$ cat src/rtl/tree_adder_arbiter.sv
// Round-robin front end for one shared pipelined TreeAdder, with a valid/ID tag pipeline matched to adder latency.
// Optional per-requester handshake counters are enabled by defining TREE_ADDER_ARB_STATS_EN.
module tree_adder_arbiter #(
    parameter int WORD_WIDTH    = 8,
    parameter int NUM_TERMS     = 9,
    parameter int NUM_REQ       = 4,
    parameter int MAX_BURST     = 4,
    parameter int ADDER_LATENCY = $clog2(NUM_TERMS)
) (
    input  logic                                    i_clk,
    input  logic                                    i_rst,
    input  logic [NUM_REQ-1:0]                      i_req_valid,
    output logic [NUM_REQ-1:0]                      o_req_ready,
    input  logic [NUM_REQ*NUM_TERMS*WORD_WIDTH-1:0] i_req_terms,
    input  logic                                    i_pause,
`ifdef TREE_ADDER_ARB_STATS_EN
    input  logic                                    i_stats_clr,
    output logic [NUM_REQ*16-1:0]                   o_grant_cnt,
`endif
    output logic [NUM_TERMS*WORD_WIDTH-1:0]         o_add_terms,
    input  logic [WORD_WIDTH-1:0]                   i_add_sum,
    output logic                                    o_rsp_valid,
    output logic [$clog2(NUM_REQ)-1:0]              o_rsp_id,
    output logic [WORD_WIDTH-1:0]                   o_rsp_sum,
    output logic                                    o_busy
);
    localparam int IDW    = $clog2(NUM_REQ);
    localparam int SLW    = NUM_TERMS * WORD_WIDTH;
    localparam int STAGES = ADDER_LATENCY;
    localparam int CNTW   = $clog2(MAX_BURST + 1);

    if (NUM_TERMS < 2) begin : g_bad_terms
        $error("tree_adder_arbiter: NUM_TERMS must be >= 2");
    end
    if (NUM_REQ < 2) begin : g_bad_req
        $error("tree_adder_arbiter: NUM_REQ must be >= 2");
    end
    if (MAX_BURST < 1) begin : g_bad_burst
        $error("tree_adder_arbiter: MAX_BURST must be >= 1");
    end
    if (ADDER_LATENCY < 1) begin : g_bad_lat
        $error("tree_adder_arbiter: ADDER_LATENCY must be >= 1");
    end

    typedef enum logic [1:0] {S_IDLE, S_RUN, S_DRAIN} state_t;

    state_t                   state;
    logic [IDW-1:0]           rr_ptr;
    logic [CNTW-1:0]          burst_cnt;
    logic [STAGES:0]          vld_pipe;
    logic [STAGES:0][IDW-1:0] id_pipe;

    logic [NUM_REQ-1:0][SLW-1:0] req_slice;
    for (genvar r = 0; r < NUM_REQ; r++) begin : g_slice
        assign req_slice[r] = i_req_terms[r*SLW +: SLW];
    end

    // First valid requester at or after rr_ptr. While a requester owns the
    // burst, rr_ptr points at it, so it keeps priority until it lets go.
    logic           win_found;
    logic [IDW-1:0] win_id;
    always_comb begin
        int idx;
        win_found = 1'b0;
        win_id    = '0;
        idx       = 0;
        for (int i = 0; i < NUM_REQ; i++) begin
            idx = int'(rr_ptr) + i;
            if (idx >= NUM_REQ) idx = idx - NUM_REQ;
            if (!win_found && i_req_valid[IDW'(idx)]) begin
                win_found = 1'b1;
                win_id    = IDW'(idx);
            end
        end
    end

    logic hs;
    assign hs = (state == S_RUN) && !i_pause && !i_rst && win_found;

    always_comb begin
        o_req_ready = '0;
        if (hs) o_req_ready[win_id] = 1'b1;
    end

    logic [IDW-1:0]  win_nxt, rr_nxt;
    logic [CNTW-1:0] cnt_inc;
    assign win_nxt = (win_id == IDW'(NUM_REQ - 1)) ? '0 : win_id + 1'b1;
    assign rr_nxt  = (rr_ptr == IDW'(NUM_REQ - 1)) ? '0 : rr_ptr + 1'b1;
    assign cnt_inc = (win_id == rr_ptr) ? burst_cnt + 1'b1 : CNTW'(1);

    // Pipeline is empty after this edge once nothing sits below the last stage
    // (no handshake can enter outside RUN, and none happens without a valid).
    logic drain_done;
    assign drain_done = (vld_pipe[STAGES-1:0] == '0);

    always_ff @(posedge i_clk) begin
        if (i_rst) begin
            state <= S_IDLE;
        end else begin
            case (state)
                S_IDLE:  if (|i_req_valid && !i_pause) state <= S_RUN;
                S_RUN:   if (i_pause) state <= S_DRAIN;
                         else if (!(|i_req_valid) && drain_done) state <= S_IDLE;
                S_DRAIN: if (drain_done) state <= S_IDLE;
                         else if (!i_pause) state <= S_RUN;
                default: state <= S_IDLE;
            endcase
        end
    end

    always_ff @(posedge i_clk) begin
        if (i_rst) begin
            rr_ptr    <= '0;
            burst_cnt <= '0;
        end else if (hs) begin
            if (cnt_inc == CNTW'(MAX_BURST)) begin
                rr_ptr    <= win_nxt;
                burst_cnt <= '0;
            end else begin
                rr_ptr    <= win_id;
                burst_cnt <= cnt_inc;
            end
        end else if (burst_cnt != '0 && !i_req_valid[rr_ptr]) begin
            rr_ptr    <= rr_nxt;
            burst_cnt <= '0;
        end
    end

    always_ff @(posedge i_clk) begin
        if (i_rst) begin
            vld_pipe    <= '0;
            id_pipe     <= '0;
            o_add_terms <= '0;
        end else begin
            vld_pipe <= {vld_pipe[STAGES-1:0], hs};
            id_pipe  <= {id_pipe[STAGES-1:0], win_id};
            if (hs) o_add_terms <= req_slice[win_id];
        end
    end

    assign o_rsp_valid = vld_pipe[STAGES];
    assign o_rsp_id    = id_pipe[STAGES];
    assign o_rsp_sum   = i_add_sum;
    assign o_busy      = (state != S_IDLE) || (|vld_pipe);

`ifdef TREE_ADDER_ARB_STATS_EN
    for (genvar r = 0; r < NUM_REQ; r++) begin : g_stats
        logic [15:0] cnt;
        always_ff @(posedge i_clk) begin
            if (i_rst || i_stats_clr) cnt <= '0;
            else if (o_req_ready[r] && cnt != 16'hFFFF) cnt <= cnt + 1'b1;
        end
        assign o_grant_cnt[r*16 +: 16] = cnt;
    end
`endif

endmodule

$ cat config.mk
export PLATFORM = sky130hd
export DESIGN_NAME = tree_adder_arbiter
export DESIGN_NICKNAME = d
export VERILOG_FILES = /design/src/rtl/tree_adder_arbiter.sv
export SDC_FILE = /design/constraint.sdc
export NUM_CORES = 1
export LEC_CHECK = 0
export BUFFER_PORTS_ARGS = -buffer_cell sky130_fd_sc_hd__buf_2
export CORE_AREA = 2 2 151 153
export DETAILED_ROUTE_END_ITERATION = 8
export DIE_AREA = 0 0 153 155
export PLACE_DENSITY = 0.59
export SYNTH_ARGS = -nofsm -noshare
export SYNTH_HDL_FRONTEND = slang
export SYNTH_SLANG_ARGS = --single-unit
$ cat constraint.sdc
create_clock -name i_clk -period 3.15 [get_ports i_clk]
set_input_delay 0.63 -clock i_clk [delete_from_list [all_inputs] [get_ports i_clk]]
set_output_delay 0.63 -clock i_clk [all_outputs]
set_load 0.02 [all_outputs]
# --- After elaboration in Yosys (flattened, before gate mapping) ---
# Index checks and enable logic that the tools add are counted.
classes:
  add_sub_neg: 10
  order_cmp: 11
  eq_ne: 9
  n_mux: 46
  n_reduce_logical: 26
ops:
  columns: ["op", "count"]
  rows:
  - ["72-bit binary-select mux with 2-bit select", 1]
  - ["72-bit 2-to-1 mux", 1]
  - ["2-bit 2-to-1 mux", 18]
  - ["2-bit by 4-bit < comparator with 1-bit output, second input constant", 4]
  - ["1-bit 2-to-1 mux", 14]
  - ["3-bit 2-to-1 mux", 4]
  - ["1-bit binary-select mux with 2-bit select", 5]
  - ["1-bit logical AND", 10]
  - ["3-bit greater-or-equal comparator, second input constant", 3]
  - ["2-bit by 1-bit subtractor with 2-bit output, second input constant", 4]
  - ["1-bit zero test", 7]
  - ["2-bit by 2-bit adder with 3-bit output, second input constant", 2]
  - ["2-bit equality test, second input constant", 3]
  - ["2-bit by 3-bit < comparator with 1-bit output, second input constant", 2]
  - ["2-bit case mux with 3 select lines", 1]
  - ["5-bit OR reduction", 1]
  - ["2-bit by 1-bit adder with 2-bit output, second input constant", 2]
  - ["4-bit zero test", 1]
  - ["4-bit 2-to-1 mux", 1]
  - ["2-bit nonzero test", 2]
  - ["4-bit OR reduction", 1]
  - ["2-bit by 1-bit adder with 3-bit output, second input constant", 1]
  - ["3-bit by 1-bit adder with 3-bit output, second input constant", 1]
  - ["3-bit equality test, second input constant", 1]
  - ["12 further kinds", 12]
word_totals:
  register_bits: 94
  inputBits: 303
  wordCells: 112

# --- Depth between registers and ports, before layout ---
# Gate-level depths: netlist of the first run.
logic_depth:
  word_depth: 20
  mapped_depth: 12
  mapped_depth_nobuf: 9

# --- Least setup slack after synthesis of the first run ---
# No wires, ideal clock.
synth_timing:
  kind: "input port to output port"
  start: "input port i_req_valid[1]"
  end: "output port o_req_ready[3]"
  t_arrival_ps: 2497
  t_required_ps: 2520
  setup_slack_ps: 23
  stages: 7
  n_path_buf: 2
  path_cell_list: "clkbuf_1 -> mux4_2 -> a221oi_1 -> o32a_2 -> clkbuf_1 -> ha_1 -> and2_1"
synth_via:
  elab_chain_len: 18
synth_rtl:
  columns: ["item", "line", "text"]
  rows:
  - ["from (decl)", "12", "input logic [NUM_REQ-1:0] i_req_valid,"]
  - ["1-bit binary-select mux with 2-bit select", "70", "if (!win_found && i_req_valid[IDW'(idx)]) begin"]
  - ["1-bit 2-to-1 mux (implied by the code) (2 in a row)", "70", null]
  - ["1-bit 2-to-1 mux", "70", null]
  - ["1-bit zero test", "70", null]
  - ["1-bit logical AND", "70", null]
  - ["1-bit 2-to-1 mux", "70", null]
  - ["1-bit zero test", "70", null]
  - ["1-bit logical AND", "70", null]
  - ["[... 2 more ...]", null, null]
  - ["1-bit logical AND", "70", null]
  - ["2-bit 2-to-1 mux (*)", "70", null]
  - ["via win_id[1]", "61", "logic [IDW-1:0] win_id;"]
  - ["2-bit by 3-bit < comparator with 1-bit output (implied by the code) or 2-bit by 1-bit greater-or-equal comparator with 1-bit output (tied branches)", "82", "if (hs) o_req_ready[win_id] = 1'b1;"]
  - ["1-bit logical AND (implied by the code)", "82", null]
  - ["1-bit 2-to-1 mux (implied by the code)", "82", null]
  - ["1-bit demux with 2-bit select (*)", "82", null]
  - ["4-bit 2-to-1 mux (*)", "82", null]
  - ["to (decl)", "13", "output logic [NUM_REQ-1:0] o_req_ready,"]
# The timed path passes the listed nets; every way through them passes the cells marked *. The select of a mux whose other input is x is not followed.

# --- Final worst setup path of the first run ---
layout_timing:
  start: "register rr_ptr[0]"
  end: "output port o_req_ready[1]"
layout_via:
  elab_chain_len: 20
layout_rtl:
  columns: ["item", "line", "text"]
  rows:
  - ["from (decl)", "48", "logic [IDW-1:0] rr_ptr;"]
  - ["from (signal assigned)", "117", "rr_ptr <= win_nxt;"]
  - ["from (signal assigned)", "120", "rr_ptr <= win_id;"]
  - ["from (signal assigned)", "124", "rr_ptr <= rr_nxt;"]
  - ["branches (longest 19 deep; another with 2-bit by 1-bit adder with 3-bit output)", null, null]
  - ["4-bit 2-to-1 mux (*)", "82", null]
# Mark *: on every way between the ends. The select of a mux whose other input is x is not followed.

==> results.txt, run 1 <==
clock skew: 0.0110 ns
Rel. slew slack: 67.9%
status: finished, final reports clean
FF+latch area: 1890 um^2
fin area: 8310 um^2
pwr/cell area: 436 nW/um^2
FP Rows: 55
CTS buffer count: 9
Hold Path Sink: id_pipe[7]$_SDFF_PP0_
cell area after synthesis: 5800 um^2
gr ovfl total: 0
Residual DRC: 0
DR WL/cell: 14.8 um
Post-Syn Nets: 938
fillers: 2383
Peak VDD IR: 253 uV
commonest non-fill, non-tap cell in the layout: buf_2
clock transition at the registers of the reported paths: 0.07 ns
most frequent cells in the layout: 373 x buf_2, 150 x mux2i_1, 147 x nand2_1, 93 x dfxtp_1, 72 x a32o_1
Clock Sinks: 94
IO buf count: 374
CTS tree: built
Slew Limit Fails: 0
largest net degree at the start of global routing: 41
Worst Setup End Kind: output pin
Die Y: 155 um
Skew-Pair Late Insertion Delay: 0.34 ns
Critical Path Start Type: flip-flop
unrepaired setup endpoints after global routing: false
r2r setup slk: 0.47 ns
Slew @ Worst Pin: 0.482 ns
vias in the first global route: 5759
crit path cell chain: ha_4 -> mux4_2 -> a221oi_2 -> o32a_4 -> inv_4 -> ha_1 -> and2_1 -> buf_4
Max clock buf depth: 2
vias after detailed routing: 5966
DR iter-0 viols: 190
hold path cells: 1
Max Fclk: 0.330 GHz
worst endpoint required time: 2.52 ns
setup TNS: 0 ns
first-pass GRT wire length: 28900 um
# diodes: 0
crit path max fanout: 7
Worst R2R Start: rr_ptr[0]$_SDFFE_PP0P_
final antenna-violating net count: 0
total power: 0.00363 W
register bit total from synthesis: 94
sequential area share after synthesis: 32.4%
Area contributors post-synth: dfxtp_1 32%, mux2i_1 26%, a32o_1 12%
Initial Util: 26.1%
critical path type: flip-flop to output pin
R2R depth: 10
Reg-to-Reg End: o_add_terms[27]$_SDFFE_PP0P_
Yosys warning count: 0
# IOs: 391
max_cap viols: 0
CTS HTree Levels: 3
HP Start: id_pipe[5]$_SDFF_PP0_
GRT Util Overall: 15.0%
Die W: 153 um
RePlAce Congestion: 0.769
drt via density: 4.68
layout cells sized above 1: 45.9%
final WL: 18900 um
# nets final: 1296
die area: 23700 um^2
Hold Fails Final Rpt: 0
Period minus WS final: 3.03 ns
root buf cell: clkbuf_16
Yosys top cell by area: dfxtp_1
Gate Count Post-Synth: 628
DP Wirelength: 15300 um
delay of the slowest critical-path stage: 0.39 ns
CP max stage cell: dfxtp_4
share of the synthesized area in the top cell type: 32.4%
Area after DPL: 7970 um^2
Critical Path AT: 2.40 ns
multi-input logic area: 3520 um^2
Post-CTS Hold Buffers: 0
LEAKAGE: 4.50 nW
Mean Syn Cell Area: 9.24 um^2
initial antenna violation count: 0
TritonRoute pass-1 iters: 4
HP Class: flip-flop to flip-flop
core area: 22200 um^2
synth unique cells: 45
final worst-path cycle share: 96.2%
Setup violations, final: 0
Syn-to-layout area delta: 43.2%
==> power by group <==
part           switching (W)  total, W  leakage (nW)  internal [W]
clock               0.000483   0.00107         0.143      0.000585
sequential         0.0000286   0.00128         0.764       0.00125
combinational       0.000669   0.00128          3.60      0.000613
==> critical path: cells and delay by family, from the launching register on <==
kind	cells	cell delay, ns
compound gates	2	0.54
fa+ha+maj	2	0.46
buf+inv	2	0.20
simple gates	1	0.13
mux	1	0.33
flops	1	0.39
==> synth_stat cells (all sizes together) <==
| cell | number |
|---|---|
| mux2i | 150 |
| buf | 43 |
| nor2b | 14 |
| a211o | 1 |
| o22ai | 2 |
| clkbuf | 26 |
| o21ai | 1 |
| o32a | 1 |
| o211a | 1 |
| a31oi | 2 |
| and2 | 5 |
| a221oi | 1 |
| a21oi | 7 |
| and3b | 1 |
| nand4 | 1 |
| a31o | 1 |
| nor4 | 1 |
| dfxtp | 94 |
| ha | 7 |
| or4 | 3 |
| or3b | 1 |
| nand2 | 147 |
| xnor2 | 2 |
| o211ai | 1 |
| a311oi | 1 |
| a21o | 1 |
| mux2 | 5 |
| a211oi | 1 |
| mux4 | 1 |
| inv | 7 |
| nor3b | 1 |
| and4b | 1 |
| a22o | 2 |
| a32o | 72 |
| nand2b | 9 |
| nor2 | 5 |
| nand3b | 2 |
| o32ai | 1 |
| nand3 | 6 |
==> repair_timing <==
item,4_1_cts,5_1_grt
gates resized for setup,5,8
pin swaps,0,0
setup endpoints to repair,4,4
setup buffers,0,0
==> final cells by class <==
cell class	instances	share of cell area (%)
inverters	7	0.437
repair buffers	416	26.7
multi-input cells	458	42.4
well taps	285	4.29
clock buffers	11	3.04
flip-flops and latches	94	22.7
clock inverters	5	0.467
==> how the worst max path moves through the flow <==
| stage | startpoint | endpoint | slack, ns |
|---|---|---|---|
| after floorplan | i_req_valid[1] | o_req_ready[3] | 0.02 |
| after detailed placement | i_req_valid[2] | o_req_ready[1] | 0.12 |
| after CTS | rr_ptr[0]$_SDFFE_PP0P_ | o_req_ready[3] | 0.02 |
| final | rr_ptr[0]$_SDFFE_PP0P_ | o_req_ready[1] | 0.12 |
| after global routing | rr_ptr[0]$_SDFFE_PP0P_ | o_req_ready[1] | 0.004 |
| after global placement | i_req_valid[2] | o_req_ready[0] | 0.14 |
==> cell families (layout without fill, tap and decap cells) <==
kind of cell | Yosys count | in the layout | share of synthesized area, %
AOI/OAI and AO/OA | 96 | 96 | 15.6
muxes | 156 | 156 | 27.2
buffers and inverters | 76 | 439 | 7.91
and+or+nand+nor | 197 | 197 | 15.0
xor gates and xnor gates | 2 | 2 | 0.302
adders and majority gates | 7 | 7 | 1.51
DFF | 94 | 94 | 32.4
==> per-stage QoR <==
| stage | utilization [%] | hold WS [ns] | worst slack [ns] | instances |
|---|---|---|---|---|
| after floorplan | - | 0.414 | 0.0225 | 628 |
| after global placement | 35.8 | 0.416 | 0.140 | 1260 |
| after CTS | 37.3 | 0.443 | 0.0239 | 1276 |
| final | 37.4 | 0.440 | 0.121 | 1276 |
| after detailed placement | 35.8 | 0.423 | 0.123 | 1260 |
| after global routing | 37.4 | 0.457 | 0.00380 | 1276 |
==> metal layers <==
metal / wire (um) / GRT usage, % / up-vias
li1: - / - / 2987
met5: 0 / 0 / -
met1: 7870 / 17.4 / 2737
met4: 216 / 3.70 / 0
met3: 1200 / 3.62 / 16
met2: 9590 / 27.8 / 226
==> sequential cells by signal, indices dropped and copies added (netlist names) <==
signal	flops
vld_pipe	5
rr_ptr	2
o_rsp_id	2
state	2
id_pipe	8
burst_cnt	3
o_add_terms	72
Power figures use the tool's default switching activity.
==> inputs of run 2 (changes only) <==
Settings changed: PLACE_DENSITY 0.59 to 0.52, REMOVE_ABC_BUFFERS set to 1, SETUP_SLACK_MARGIN set to 0.5.
==> run 2 against run 1 <==
Total power increased by 21%. Flip-flop and latch count unchanged. Highest routed layer unchanged. Largest power group is now combinational logic. Combinational power increased by 47%. Clock power increased by 15%. Count of clock-buffer cells in the layout decreased by 2. Global-route usage increased by 2.9 points. Largest cell class unchanged. Register-to-register slack got worse by 0.12 ns. Utilization increased by 5.6 points. Routed wire length increased by 18%.
==> results.txt, run 2 (synthesis results as in run 1) <==
Power Internal: 0.00299 W (was 0.00244 W)
fin area: 9550 um^2 (was 8310 um^2)
Skew-Pair Late Insertion Delay: 0.34 ns (about the same)
final antenna-violating net count: 0 (unchanged)
first-pass GRT wire length: 33700 um (was 28900 um)
final worst-path cycle share: 94.2% (was 96.2%)
Sw Share: 31.9% (was 32.6%)
most frequent cells in the layout: 370 x buf_2, 144 x nand2_1, 116 x mux2i_1, 93 x dfxtp_1, 72 x a32o_1 (was 373 x buf_2, 150 x mux2i_1, 147 x nand2_1, 93 x dfxtp_1, 72 x a32o_1)
CTS HTree Levels: 3 (unchanged)
IO buf count: 374 (unchanged)
unrepaired setup endpoints after global routing: true (was false)
commonest non-fill, non-tap cell in the layout: buf_2 (unchanged)
root buf cell: clkbuf_16 (unchanged)
switching power: 0.00140 W (was 0.00118 W)
vias after detailed routing: 6234 (was 5966)
Comb power frac: 43.0% (was 35.4%)
Area after DPL: 8060 um^2 (was 7970 um^2)
largest net degree at the start of global routing: 48 (was 41)
clock skew: 0.00696 ns (was 0.0110 ns)
DP Wirelength: 16100 um (was 15300 um)
initial antenna violation count: 1 (was 0)
vias in the first global route: 6250 (was 5759)
multi-input logic area: 3820 um^2 (was 3520 um^2)
drt via density: 4.72 (was 4.68)
RePlAce Congestion: 0.845 (was 0.769)
post-layout util: 43.0% (was 37.4%)
clock share of power: 28.0% (was 29.4%)
# nets final: 1340 (was 1296)
FF+latch area: 1890 um^2 (unchanged)
# IOs: 391 (unchanged)
CTS tree: built (unchanged)
Die Y: 155 um (unchanged)
DR WL/cell: 16.9 um (was 14.8 um)
fillers: 2244 (was 2383)
Die W: 153 um (unchanged)
final WL: 22300 um (was 18900 um)
Max clock buf depth: 2 (unchanged)
Period minus WS final: 2.97 ns (was 3.03 ns)
Rel. slew slack: 62.4% (was 67.9%)
sequential power share: 29.0% (was 35.2%)
registers with the most flip-flops: o_add_terms: 72 flops, id_pipe: 8 flops, vld_pipe: 5 flops (unchanged)
Residual DRC: 0 (unchanged)
Post-CTS Hold Buffers: 0 (unchanged)
Critical Path Start Type: flip-flop (unchanged)
Hold Fails Final Rpt: 0 (unchanged)
critical path type: flip-flop to output pin (unchanged)
FP Rows: 55 (unchanged)
GRT Util Overall: 17.9% (was 15.0%)
Setup violations, final: 0 (unchanged)
Max Fclk: 0.337 GHz (was 0.330 GHz)
hold slack: 0.438 ns (was 0.440 ns)
core area: 22200 um^2 (unchanged)
die area: 23700 um^2 (unchanged)
Critical Path AT: 2.34 ns (was 2.40 ns)
CTS buffer count: 9 (unchanged)
Peak VDD IR: 252 uV (was 253 uV)
max FFs per register: 72 (unchanged)
clock transition at the registers of the reported paths: 0.07 ns (about the same)
Slew @ Worst Pin: 0.564 ns (was 0.482 ns)
Largest Register: o_add_terms (unchanged)
gr ovfl total: 0 (unchanged)
max_cap viols: 0 (unchanged)
DP Cell Count: 1266 (was 1260)
crit path max fanout: 6 (was 7)
Worst Setup End Kind: output pin (unchanged)
Clock Sinks: 94 (unchanged)
HP Class: flip-flop to flip-flop (unchanged)
Initial Util: 26.1% (unchanged)
Slew Limit Fails: 0 (unchanged)
TritonRoute pass-1 iters: 4 (unchanged)
LEAKAGE: 4.89 nW (was 4.50 nW)
pwr/cell area: 459 nW/um^2 (was 436 nW/um^2)
Post-Layout Cell Count: 1321 (was 1276)
worst endpoint required time: 2.52 ns (about the same)
layout cells sized above 1: 52.0% (was 45.9%)
status: finished, final reports clean (unchanged)
DR iter-0 viols: 207 (was 190)
Syn-to-layout area delta: 64.6% (was 43.2%)
## run 2: changes by cell type in the layout (fill, tap and decap cells not counted), sizes merged
cell,before,now
buf,416,460
inv,9,11
clkinvlp,1,0
bufinv,0,2
clkinv,2,1
diode,0,1
clkbuf,11,9
## run 2: what timing repair did
action / in CTS / in global routing
setup endpoints to repair: 81 / 80
hold endpoints to repair: 0 / 0
gates resized for setup: 111 / 35
pin swaps: 43 / 31
cloned: 11 / 0
setup buffers: 21 / 6
## run 2: power groups by stage
stage	Combinational, W	Sequential, W	Clock [W]
2_1_floorplan	0.000755	0.00137	0
3_3_place_gp	0.00134	0.00130	0
3_5_place_dp	0.00134	0.00130	0
4_1_cts	0.00181	0.00127	0.00127
5_1_grt	0.00202	0.00128	0.00133
6_report	0.00188	0.00127	0.00123
## run 2: layout make-up
cell class	count	share of cell area [%]
Clock inverter	7	1.07
Timing Repair Buffer	460	32.7
Sequential cell	94	19.7
Antenna cell	1	0.0262
Inverter	7	0.380
Multi-Input combinational cell	458	40.0
Tap cell	285	3.73
Clock buffer	9	2.36
## run 2: critical path, cell delays in order (launching register included)
cell and delay, ns:
dfxtp_4 0.38, ha_4 0.30, mux4_2 0.35, a221oi_2 0.27, o32a_4 0.24, inv_4 0.06
ha_4 0.14, and2_4 0.13, buf_6 0.12
## run 2: worst paths after layout
path                                        startpoint                            to  slack [ns]  depth (start not counted)
worst min register to register   id_pipe[6]$_SDFF_PP0_        o_rsp_id[0]$_SDFF_PP0_        0.44                          1
worst max register to register  rr_ptr[0]$_SDFFE_PP0P_  o_add_terms[29]$_SDFFE_PP0P_        0.35                         13
worst max-delay path            rr_ptr[0]$_SDFFE_PP0P_                o_req_ready[1]        0.18                          8
worst min-delay path             id_pipe[6]$_SDFF_PP0_        o_rsp_id[0]$_SDFF_PP0_        0.44                          1
## run 2: per-stage QoR
stage,setup slack (ns),setup TNS [ns],total power [W]
after global routing,0.107,0,0.00463
after detailed placement,0.146,0,0.00264
after floorplan,-2.09,-126.63,0.00212
final,0.181,0,0.00439
after global placement,0.156,0,0.00264
after CTS,0.157,0,0.00435
## run 2: metal layers
layer,vias to the layer above,global-route usage [%],routed length (um)
met3,24,3.70,1140
met2,230,31.8,11300
met5,-,0,0
met1,2891,21.8,9450
met4,0,5.78,464
li1,3089,-,-
